### config.mk
export PLATFORM = sky130hd
export DESIGN_NAME = card_grid
export DESIGN_NICKNAME = d
export VERILOG_FILES = /design/src/rtl/card_grid.sv
export SDC_FILE = /design/constraint.sdc
export NUM_CORES = 1
export LEC_CHECK = 0
export CORE_MARGIN = 2
export CORE_UTILIZATION = 55
export CTS_BUF_LIST = sky130_fd_sc_hd__clkbuf_8
export DETAILED_ROUTE_END_ITERATION = 6
export PLACE_DENSITY = 0.88
export SLEW_MARGIN = 20
export SYNTH_ARGS = -nofsm -noshare
export SYNTH_HDL_FRONTEND = slang
export SYNTH_SLANG_ARGS = --single-unit
### constraint.sdc
create_clock -name clk -period 8.6 [get_ports clk]
set_input_delay 1.72 -clock clk [delete_from_list [all_inputs] [get_ports clk]]
set_output_delay 1.72 -clock clk [all_outputs]
set_load 0.01 [all_outputs]
### src/rtl/card_grid.sv
// rtl/card_grid.sv - memory-game card grid: select pairs, hide matches, blink mismatches
// Tracks selected, blinking and hidden cards; the pair checker answers with ms/mf.
module card_grid #(
  parameter int NUM_CARDS    = 36,
  parameter int BLINK_CYCLES = 8
) (
  input  logic                           clk,
  input  logic                           rst,
  input  logic                           s,
  input  logic                           ms,
  input  logic                           mf,
  input  logic [NUM_CARDS-1:0]           cur_bus,
  output logic [NUM_CARDS-1:0]           sel_bus,
  output logic [NUM_CARDS-1:0]           blink_bus,
  output logic [NUM_CARDS-1:0]           hidden_bus,
  output logic                           pair_ready,
  output logic [$clog2(NUM_CARDS+1)-1:0] remaining,
  output logic                           all_clear
);

  localparam int RW = $clog2(NUM_CARDS+1);
  localparam logic [7:0]           BLINK_LOAD = 8'(BLINK_CYCLES - 1);
  localparam logic [RW-1:0]        FULL_COUNT = RW'(NUM_CARDS);
  localparam logic [RW-1:0]        PAIR_COUNT = RW'(2);
  localparam logic [NUM_CARDS-1:0] LSB_ONE    = NUM_CARDS'(1);

  typedef enum logic [2:0] {
    ST_IDLE,
    ST_ONE,
    ST_TWO,
    ST_BLINK,
    ST_DONE
  } state_t;

  state_t                 state, state_nx;
  logic [NUM_CARDS-1:0]   sel_nx, blink_nx, hidden_nx;
  logic [7:0]             cnt, cnt_nx;
  logic [RW-1:0]          rem_nx;
  logic                   cur_onehot;
  logic                   sel_valid;
  logic                   cur_is_sel;
  logic                   all_hidden;

  // A select only counts for exactly one cursor bit on a card still in play.
  assign cur_onehot = (cur_bus != '0) && ((cur_bus & (cur_bus - LSB_ONE)) == '0);
  assign sel_valid  = s && cur_onehot && ((cur_bus & (hidden_bus | blink_bus)) == '0);
  assign cur_is_sel = (cur_bus & sel_bus) != '0;
  assign all_hidden = (hidden_bus | sel_bus) == '1;

  always_comb begin
    state_nx  = state;
    sel_nx    = sel_bus;
    blink_nx  = blink_bus;
    hidden_nx = hidden_bus;
    cnt_nx    = cnt;
    rem_nx    = remaining;
    case (state)
      ST_IDLE: begin
        if (sel_valid) begin
          sel_nx   = sel_bus | cur_bus;
          state_nx = ST_ONE;
        end
      end
      ST_ONE: begin
        if (sel_valid) begin
          if (cur_is_sel) begin
            sel_nx   = sel_bus & ~cur_bus;
            state_nx = ST_IDLE;
          end else begin
            sel_nx   = sel_bus | cur_bus;
            state_nx = ST_TWO;
          end
        end
      end
      ST_TWO: begin
        // ms wins when the checker raises both strobes together
        if (ms) begin
          hidden_nx = hidden_bus | sel_bus;
          sel_nx    = '0;
          rem_nx    = remaining - PAIR_COUNT;
          state_nx  = all_hidden ? ST_DONE : ST_IDLE;
        end else if (mf) begin
          blink_nx = sel_bus;
          cnt_nx   = BLINK_LOAD;
          state_nx = ST_BLINK;
        end
      end
      ST_BLINK: begin
        if (cnt == 8'd0) begin
          blink_nx = '0;
          sel_nx   = '0;
          state_nx = ST_IDLE;
        end else begin
          cnt_nx = cnt - 8'd1;
        end
      end
      ST_DONE: begin
        state_nx = ST_DONE;
      end
      default: begin
        state_nx = ST_IDLE;
      end
    endcase
  end

  always_ff @(posedge clk) begin
    if (!rst) begin
      state      <= ST_IDLE;
      sel_bus    <= '0;
      blink_bus  <= '0;
      hidden_bus <= '0;
      cnt        <= 8'd0;
      remaining  <= FULL_COUNT;
    end else begin
      state      <= state_nx;
      sel_bus    <= sel_nx;
      blink_bus  <= blink_nx;
      hidden_bus <= hidden_nx;
      cnt        <= cnt_nx;
      remaining  <= rem_nx;
    end
  end

  assign pair_ready = (state == ST_TWO);
  assign all_clear  = (state == ST_DONE);

endmodule

== After elaboration in Yosys (flattened, before gate mapping) ==
Cells that the tools add are included.

* Add/sub/neg operators: 3
* Equality and inequality tests: 13
* Multiplexer cells: 21
* Bitwise logic cells: 8
* Reduce and logical (&&, ||, !) cells: 16

{| class="wikitable"
|+ Operators with widths
! cell !! number
|-
| $mux W36 || 7
|-
| $and A36 B36 Y36 || 4
|-
| $pmux W36 S4 || 1
|-
| $or A36 B36 Y36 || 3
|-
| $logic_not A36 Y1 || 2
|-
| $pmux W36 S2 || 1
|-
| $reduce_bool A36 Y1 || 2
|-
| $eq A36 B36 Y1 const B || 1
|-
| $not A36 Y36 || 1
|-
| $sub A36 B1 Y36 const B || 1
|-
| $mux W8 || 3
|-
| $mux W3 || 6
|-
| $pmux W8 S2 || 1
|-
| $pmux W3 S5 || 1
|-
| $ne A2 B2 Y1 const B || 7
|-
| $reduce_and A4 Y1 || 3
|-
| $logic_not A8 Y1 || 1
|-
| $sub A8 B1 Y8 const B || 1
|-
| $eq A3 B2 Y1 const B || 2
|-
| $sub A6 B2 Y6 const B || 1
|-
| $reduce_and A5 Y1 || 1
|-
| $reduce_bool A4 Y1 || 1
|-
| $eq A3 B1 Y1 const B || 1
|-
| $eq A3 B3 Y1 const B || 1
|-
| 6 further kinds || 8
|}

* Flip-flop bits (word level): 125
* Bits of input ports: 41
* Output and inout port bits: 116
* Word-level logic and storage cells: 67

== Depth between registers and ports, before layout ==
Gate-level depths: netlist of the first run.

* Depth in word-level cells: 8
* Gate-level depth with buffers: 11
* Depth with buffers taken out: 9

== Least setup slack after synthesis of the first run ==
OpenSTA, ideal clock, no wires.

* Path type: input to register
* From: in cur_bus[17]
* To: reg sel_bus[6]
* Library setup time: 132 ps
* Arrival time: 4,107 ps
* Data required time: 8,468 ps
* Path slack: 4,361 ps
* Cell stages on the path: 10
* Path buffers: 2
* Cells stage by stage: buf_6 or4_4 nand3b_4 or3_1 o31ai_1 nor4b_2 nand4_4 buf_6 nor3_2 o32ai_1

* Word-level cells in the longest chain between the ends: 8
* Elaborated cells on any way between the ends: 17
* Those cells by class: add/sub (1); eq/ne (2); mux (3); bitwise (3); reduce/logical (8)

{| class="wikitable"
|+ Ends and longest elaborated chain
! item !! line !! RTL
|-
| start: declaration || 12 || <nowiki>input logic [NUM_CARDS-1:0] cur_bus,</nowiki>
|-
| $sub A36 B1 Y36 || 45 || <nowiki>assign cur_onehot = (cur_bus != '0) && ((cur_bus & (cur_bus - LSB_ONE)) == '0);</nowiki>
|-
| $and A36 B36 Y36 || 45 ||
|-
| $logic_not A36 Y1 || 45 ||
|-
| $logic_and A1 B1 Y1 || 45 ||
|-
| $logic_and A1 B1 Y1 (2 in series) || 46 || <nowiki>assign sel_valid = s && cur_onehot && ((cur_bus & (hidden_bus | blink_bus)) == '0);</nowiki>
|-
| $ne A2 B2 Y1 (no source line) || -- ||
|-
| $reduce_and A5 Y1 (no source line) || -- ||
|-
| end signal: assignment || 116 || <nowiki>sel_bus <= sel_nx;</nowiki>
|-
| end: declaration || 13 || <nowiki>output logic [NUM_CARDS-1:0] sel_bus,</nowiki>
|}

Several ways; a longest one is shown, not always the timed one. The select of a mux whose other input is x is not followed.
A chain may end at the register's enable or synchronous reset.

== Final worst setup path of the first run ==
* From: in cur_bus[0]
* To: reg sel_bus[24]

The elaborated chain is that of the path after synthesis.

==> impl_results.md, run 1 <==
* Crit-path cells: clkdlybuf4s50_1, nor4_4, nand4_4, or3_1, o31ai_1, nor4b_2, nand4_4, nor3_2, o32ai_1
* Critical path type: input port to flop
* Cts hold-fix bufs at 0
* Setup_tns at 0 ps
* Max Freq at 187 MHz
* Leak at slightly below 3 nW
* H-tree Lvls at 4
* Most common cell on crit path: nand4_4
* Final setup vio count at 0
* Status: completed
* Worst reg-to-reg setup slack at 5030 ps
* Worst min path class: flop to flop
* WP buf/inv at 1
* Per-cell routed wire length at 22.9 um
* Worst VDD drop at 0.000159 V
* Setup bufs post-CTS at 0
* Core ar. at 11300 sq um
* Number of synthesized flops with an enable pin at 0
* Placer Congestion at 1.03
* Worst-margin pin slew at 1110 ps
* Antenna violations before repair at 0
* HPWL after detailed placement at 17100 um
* Power, Total at 1.21 mW
* First-pass GRT wire length at approximately 38000 um
* Iter 0 DRT Violations at roughly 950
* Final slew viol count at 0
* Fin area at 8280 sq um
* Mapped Cells at ~800
* Worst r2r src: hidden_bus[2]
* MaxCap Viol Count at 0
* Syn_area_per_cell at 8.11 sq um
* Initial Util at 0.558
* Hold path start: remaining[5]
* Max incr delay on CP at 710 ps
* Largest net degree at the start of global routing at 80
* Commonest non-fill, non-tap cell in the layout: clkdlybuf4s50_1
* Longest Clk Path Bufs at 2
* Arrival @ worst endpoint at 5640 ps
* Startpoint Class: input port
* Reg2reg path depth at 8
* Worst-path maximum fanout at 37
* Final-layout fill cell count at ~880
* Placed cell areas at 7840 sq um
* Most frequent cells in the layout: clkdlybuf4s50_1, nor2_1, dfxtp_1
* Skew final at 8.08 ps
* CTS root buffer: clkbuf_8
* Synth Warn # at 0
* Hold Path End: remaining[5]
* Nets at 952
* Via Count at 7152
* Power Dens Cells at between 100 and 150 nW/um^2
* Crit-path leading delay family: simple AND/OR/NAND/NOR gates
* Req. time, crit path at around 8900 ps
* Share of synthesized flip-flops with an asynchronous set or reset at 0
* Area growth syn-to-layout at 31.1%
* Gr ovfl total at 0
* Num CTS Buffers at 17
* Ports at 157
* Die Y at 111 um
* Vias in the first global route at 6553
* Post_cts resized at 0
* Post-route minimum period at 5350 ps
* CP max-delay cell: nand4_4
* Final Hold Fails at 0
* Syn Nets at approximately 800
* Sink Count at 124
* Fraction of layout instances using a drive strength above 1 at 0.0934
* Drt first pass iters at 5
* Die W at between 100 and 150 um
* Overall Global Routing Usage at 0.390
* Synth Cell Area at 6310 sq um
* Antenna cells at 0
* Unrepaired setup endpoints after global routing: no
* Most used DFF post-synth: dfxtp_1
* CTS tree: built
* Distinct cells, synth at 60
* Num rows at 39
* Clk_lat worst skew at approximately 470 ps
* Worst hold path cell count at 2
* Final Cycle Share at 0.622
* Via/cell ratio at between 6 and 7
* CP Capture Type: flop
* Worst r2r dst: sel_bus[24]
* Yosys reg bits at around 120
* Die area at 12400 sq um
* Slew headroom at 0.259
* Clock slew at reported path FFs at 70 ps
* ANT nets after route at 0
* PortBufs at 155
* Seq/Total Area, Yosys at 0.393
* Drc violations at 0
* Final wirelength at 24400 um
[flip-flops by register name (all words and copies together) (netlist names)]
| name | cells |
|---|---|
| sel_bus | 36 |
| blink_bus | 36 |
| state | 3 |
| cnt | 8 |
| remaining | 5 |
| hidden_bus | 36 |
[cell type report]
type	instances	area, sq um	area share
Inverter	43	161	0.0195
Tap cell	143	179	0.0216
Clock inverter	10	138	0.0166
Clock buffer	22	303	0.0366
Sequential cell	124	2480	0.300
Timing Repair Buffer	163	1610	0.195
Multi-Input combinational cell	559	3410	0.411
[power breakdown]
part | internal [mW] | total [mW] | switching (mW)
combinational | 0.0256 | 0.0725 | 0.0469
clock | 0.324 | 0.564 | 0.240
sequential | 0.574 | 0.574 | 0.0000000000132
[synthesized netlist by cell type (10+ instances only)]
master	instances	share of area
a21oi_1	44	0.035
o21ai_0	39	0.031
nor3_2	29	0.046
clkbuf_1	37	0.022
nor2_1	136	0.081
nand3_1	10	0.0079
inv_1	42	0.025
a22oi_1	51	0.061
nor4_1	16	0.016
dfxtp_1	124	0.39
o32ai_1	39	0.054
nand4_1	25	0.025
nor3_1	25	0.020
o22ai_1	16	0.016
nand2_1	53	0.032
[worst min-delay path: stages (launching register included)]
cell	delay (ps)
dfxtp_1	360
xnor2_1	90
nand2_1	60
[per-stage QoR]
step                      cells  utilization  hold WS (ps)  setup slack [ps]
after floorplan             779            -           466              4360
after global placement     1032        0.693           498              2990
after detailed placement   1032        0.693           499              2940
after global routing       1064        0.731           538              2980
after CTS                  1064        0.731           524              3350
final                      1064        0.731           526              3250
[worst max path at each step]
stage | start | end | slack, ps | depth (start not counted)
floorplan | cur_bus[17] | sel_bus[6] | 4360 | 10
global placement | cur_bus[0] | sel_bus[22] | 2990 | 9
detailed placement | cur_bus[0] | sel_bus[20] | 2940 | 9
CTS | cur_bus[0] | sel_bus[24] | 3350 | 9
global route | cur_bus[0] | sel_bus[20] | 2980 | 9
finish | cur_bus[0] | sel_bus[24] | 3250 | 9
[kinds of logic (layout without fill, tap and decap cells)]
family                     after synthesis  count (layout)  share of synthesized area
AOI/OAI and AO/OA                      221             221                      0.241
adders and majority gates                3               3                    0.00594
buffers and inverters                   96             238                     0.0692
and+or+nand+nor                        324             324                      0.276
xor gates and xnor gates                 9               9                     0.0125
muxes                                    1               1                    0.00159
DFF                                    124             124                      0.393
other                                    1               1                   0.000594
[metal layers]
metal / share of wire / vias to the layer above / GRT usage / wire (um)
li1: - / 3138 / - / -
met1: 0.40 / 3361 / 0.537 / 9800
met2: 0.44 / 555 / 0.591 / 10800
met3: 0.11 / 98 / 0.0776 / 2680
met4: 0.046 / 0 / 0.185 / 1130
met5: 0 / - / 0 / 0
Note: power is estimated with default switching activity, not from simulation.
==> run 2, diff against run 1 <==
Settings changed: CORE_UTILIZATION 55 to 46, PLACE_DENSITY 0.88 to 0.78.
Clock period 8.6 ns to 4.35 ns, I/O delays scaled along.
==> run 2 against run 1 <==
First-iteration DRC count is 1.8% higher. Final cell count is 7.0% higher. Clock skew is 6.6 ps higher. Total power is 96% higher. Global-route usage is 4.3 points lower. Die area is 19% higher. Design area is 4.4% higher. Sequential share of layout area is 1.3 points lower. Via count is 1.1% higher. Largest cell class unchanged. Highest routed layer unchanged.
==> impl_results.md, run 2 (synthesized netlist as in run 1, its figures left out) <==
* Clk pwr share at 0.449
* Crit path setup slack, layout at 580 ps
* Pre-CTS WS at approximately 170 ps
* Max Freq at 265 MHz
* Final slew viol count at 0
* Critical path type: input port to flop
* Slew headroom at 0.423
* Worst-path maximum fanout at 20
* Arrival @ worst endpoint at 4110 ps
* Switching part of the total at 0.243
* Most frequent cells in the layout: clkdlybuf4s50_1, nor2_1, dfxtp_1
* Final setup vio count at 0
* ANT nets after route at 0
* Longest Clk Path Bufs at 2
* Worst-margin pin slew at 860 ps
* Skew final at 14.7 ps
* Metal3 WL at roughly 2600 um
* Register area at 2480 sq um
* Setup_tns at 0 ps
* CTS root buffer: clkbuf_8
* Num CTS Buffers at 17
* Antenna cells at 0
* Core ar. at 13300 sq um
* Fraction of layout instances using a drive strength above 1 at 0.132
* CTS tree: built
* Commonest non-fill, non-tap cell in the layout: clkdlybuf4s50_1
* Cts hold-fix bufs at 0
* Final Hold Fails at 0
* Largest net degree at the start of global routing at 80
* First-pass GRT wire length at 38500 um
* Overall Global Routing Usage at 0.347
* Nets at 994
* Vias in the first global route at 6639
* Final wirelength at approximately 25000 um
* Final Cycle Share at 0.867
* H-tree Lvls at 4
* CP Capture Type: flop
* Reg2reg path depth at 9
* Via/cell ratio at 6.35
* Final-layout fill cell count at 1182
* Startpoint Class: input port
* Area growth syn-to-layout at 36.9%
* Unrepaired setup endpoints after global routing: no
* Power share of the sequential group at 0.479
* Req. time, crit path at 4690 ps
* Per-cell routed wire length at 22.1 um
* Drc violations at 0
* Worst VDD drop at slightly above 0.0002 V
* Sink Count at approximately 120
* Initial Util at 0.473
* Combinational fraction of design power at 0.072
* Status: completed
* Placer Congestion at 1.07
* PortBufs at about 160
* MaxCap Viol Count at 0
* Largest registers: blink_bus: 36 flops, hidden_bus: 36 flops, sel_bus: 36 flops
* Post_cts resized at 0
* Post-route minimum period at 3770 ps
* Worst hold path cell count at 1
* Gr ovfl total at 0
* Internal power at 1.79 mW
* Sw power at 0.574 mW
* Drt first pass iters at 5
* Ports at about 160
* Iter 0 DRT Violations at roughly 970
* Met2 Wirelength at 10900 um
* Die area at roughly 15000 sq um
* Wire length on met1 at 10500 um
* Num rows at between 40 and 50
* HPWL after detailed placement at 18500 um
* Via Count at 7228
* Die Y at 121 um
* Worst min path class: flop to flop
* DR top layer: met4
* Clk_lat worst skew at between 400 and 500 ps
* Antenna violations before repair at 0
* Setup bufs post-CTS at 0
* Die W at 121 um
* Leak at 3.14 nW
* Clock slew at reported path FFs at 70 ps
* Power Dens Cells at 274 nW/um^2
* Multi-input gate area at 3410 sq um
## run 2: final cells by class
type	count	share of cell area
Multi-Input combinational cell	559	0.394
Sequential cell	124	0.287
Timing Repair Buffer	205	0.227
Clock buffer	19	0.0302
Tap cell	176	0.0255
Inverter	43	0.0187
Clock inverter	13	0.0174
## run 2: per-stage QoR
stage               hold slack [ps]  total power, mW  utilization  cells  instance area (sq um)
floorplan                       466             1.22            -    779                   6310
global placement                494             1.33        0.617   1107                   8230
detailed placement              500             1.32        0.617   1107                   8230
CTS                             512             2.37        0.648   1139                   8650
global route                    529             2.43        0.648   1139                   8650
finish                          509             2.37        0.648   1139                   8650
## run 2: worst paths after layout
path / startpoint / endpoint / slack, ps
setup / recovery: cur_bus[16] / sel_bus[18] / 580
hold / removal: cnt[0] / cnt[0] / 510
setup reg to reg: hidden_bus[0] / sel_bus[3] / 1360
hold reg to reg: cnt[0] / cnt[0] / 510
## run 2: critical path: stages
cell and delay, ps:
clkdlybuf4s50_1 460, or4_4 600, nand3b_4 180, nor4_1 370
mux2i_1 270, or3_1 130, and4bb_4 200, o31ai_4 670
buf_12 240, o32ai_1 100
## run 2: per-layer routing
metal	track usage	vias up
li1	-	3214
met1	0.476	3446
met2	0.508	488
met3	0.0930	80
met4	0.162	0
met5	0	-
## run 2: power groups by stage
stage	Clock, mW	Sequential [mW]	Combinational (mW)
floorplan	0	1.16	0.0613
global placement	0	1.16	0.164
detailed placement	0	1.16	0.163
CTS	1.07	1.13	0.164
global route	1.12	1.13	0.178
finish	1.06	1.13	0.170
==> run 3, diff against run 2 <==
Settings changed: CORE_UTILIZATION 46 to 51, PLACE_DENSITY 0.78 to 0.82.
Clock period 4.35 ns to 3.5 ns, I/O delays scaled along.
==> run 3 against run 2 <==
The flow now finishes with violations (DRC). Die area down 9.5%. Hold slack better by 23 ps. First-iteration DRC count up 21%. Count of clock-buffer cells in the layout shrank 1. Sequential power grew 25%. Global-route usage up 5.4 points. Total power grew 29%. Final cell count is 2.1% higher. Via count increased by 5.5%. Flip-flop and latch count is the same. Clock power up 34%. Setup slack lost 450 ps.
==> impl_results.md, run 3 (synthesized netlist as in run 1, its figures left out) <==
* Slew headroom at 0.433
* ANT nets after route at 0
* Final wirelength at 26500 um
* Iter 0 DRT Violations at between 1000 and 1500
* Critical path type: input port to flop
* Fraction of layout instances using a drive strength above 1 at 0.161
* Hold path start: blink_bus[31]
* Sink Count at 124
* Setup bufs post-CTS at 0
* Combinational fraction of design power at 0.075
* Startpoint Class: input port
* Worst reg-to-reg setup slack at 550 ps
* Antenna violations before repair at 0
* CTS tree: built
* Area growth syn-to-layout at 41.6%
* Final Hold Fails at 0
* Switching part of the total at 0.246
* Sw power at 0.752 mW
* HPWL after detailed placement at 20000 um
* Drc violations at 5
* Per-cell routed wire length at 22.8 um
* Num rows at 40
* Ports at about 160
* Most frequent cells in the layout: clkdlybuf4s50_1, nor2_1, dfxtp_1
* CP max-delay cell: or4_4
* Most common cell on crit path: o32ai_1
* Largest net degree at the start of global routing at 80
* Commonest non-fill, non-tap cell in the layout: clkdlybuf4s50_1
* Clock slew at reported path FFs at 80 ps
* Clk pwr share at 0.464
* Via Count at approximately 7600
* MaxCap Viol Count at 0
* Via/cell ratio at 6.56
* Worst hold path cell count at 2
* Post-route minimum period at about 3400 ps
* Final Cycle Share at 0.962
* Largest registers: blink_bus: 36 flops, hidden_bus: 36 flops, sel_bus: 36 flops
* Drt first pass iters at 7
* Nets at between 1000 and 1500
* Reg2reg path depth at 9
* Antenna cells at 0
* Failing checks: DRC
* Die Y at 115 um
* Longest Clk Path Bufs at 2
* Initial Util at 0.524
* Final slew viol count at 0
* Worst-path maximum fanout at 17
* Clk_lat worst skew at 460 ps
* Die area at 13300 sq um
* Die W at 115 um
* Status: complete, but fails checks
* Core ar. at 12100 sq um
* Worst min path class: flop to flop
* Max Freq at slightly below 300 MHz
* Worst r2r src: hidden_bus[0]
* Crit-path cells: clkdlybuf4s50_1, or4_4, nand3b_4, buf_4, o32ai_1, nand2_1, nor4b_4, nand4_4, buf_12, nor3_1, o32ai_1
* Inst Count DP at ~1100
* Final setup vio count at 0
* Req. time, crit path at 3830 ps
* Unrepaired setup endpoints after global routing: no
* Fin area at 8940 sq um
* CTS root buffer: clkbuf_8
* Overall Global Routing Usage at 0.401
* H-tree Lvls at 4
* Worst-margin pin slew at 845 ps
* CP Launch Point: cur_bus[16]
* Power Dens Cells at 342 nW/um^2
* Placed cell areas at 8490 sq um
* Worst r2r dst: sel_bus[19]
* Skew final at 12.5 ps
* Worst VDD drop at 0.000341 V
* Leak at 3.34 nW
* Gr ovfl total at 0
* Arrival @ worst endpoint at 3700 ps
* CP Capture Type: flop
* Final cell count without fillers at 1163
* Max incr delay on CP at a little under 600 ps
* Internal power at approximately 2.3 mW
* Vias in the first global route at 7387
* Num CTS Buffers at 17
* First-pass GRT wire length at 40700 um
* Power share of the sequential group at 0.461
* Placer Congestion at 1.17
* PortBufs at 155
* Hold Path End: blink_bus[31]
run 3: worst max-delay path by stage:
stage | slack [ps] | to
3_5_place_dp | -330 | sel_bus[18]
5_1_grt | 6 | sel_bus[21]
2_1_floorplan | 280 | sel_bus[6]
4_1_cts | 120 | sel_bus[6]
3_3_place_gp | -240 | sel_bus[17]
6_report | 130 | sel_bus[19]
run 3: power groups by stage:
stage	Sequential, mW	Combinational [mW]	Clock [mW]
2_1_floorplan	1.44	0.0762	0
3_3_place_gp	1.44	0.214	0
3_5_place_dp	1.44	0.218	0
4_1_cts	1.41	0.219	1.41
5_1_grt	1.41	0.239	1.48
6_report	1.41	0.229	1.42
run 3: what timing repair did:
| item | in CTS | in global routing |
|---|---|---|
| hold buffers | 0 | 0 |
| setup endpoints to repair | 0 | 28 |
| gates resized for setup | 0 | 2 |
| endpoints found under the hold margin | 0 | 0 |
run 3: area by class of cell:
cell class	count	area [sq um]
Multi-Input combinational cell	559	3420
Fill cell	912	3120
Timing Repair Buffer	237	2230
Inverter	43	161
Clock inverter	14	194
Tap cell	168	210
Sequential cell	124	2480
Clock buffer	18	248
run 3: per-layer routing:
layer  GRT usage  wire length (um)
met2       0.622             11900
met4       0.235              1560
met1       0.499              9770
met5           0                 0
met3       0.112              3230
run 3: worst max-delay path: cells and delay by family:
kind,cells,cell delay [ps]
buffers and inverters,3,820
and+or+nand+nor,6,1710
AOI/OAI and AO/OA,2,470
run 3: metrics by stage:
stage	utilization	TNS, ps	hold WS [ps]	power, mW	setup WS [ps]
3_5_place_dp	0.704	-11470	513	1.66	-332
6_report	0.741	0	532	3.06	134
3_3_place_gp	0.704	-7200	480	1.66	-238
5_1_grt	0.741	0	558	3.12	6.39
4_1_cts	0.740	0	529	3.04	121
2_1_floorplan	-	0	466	1.52	281
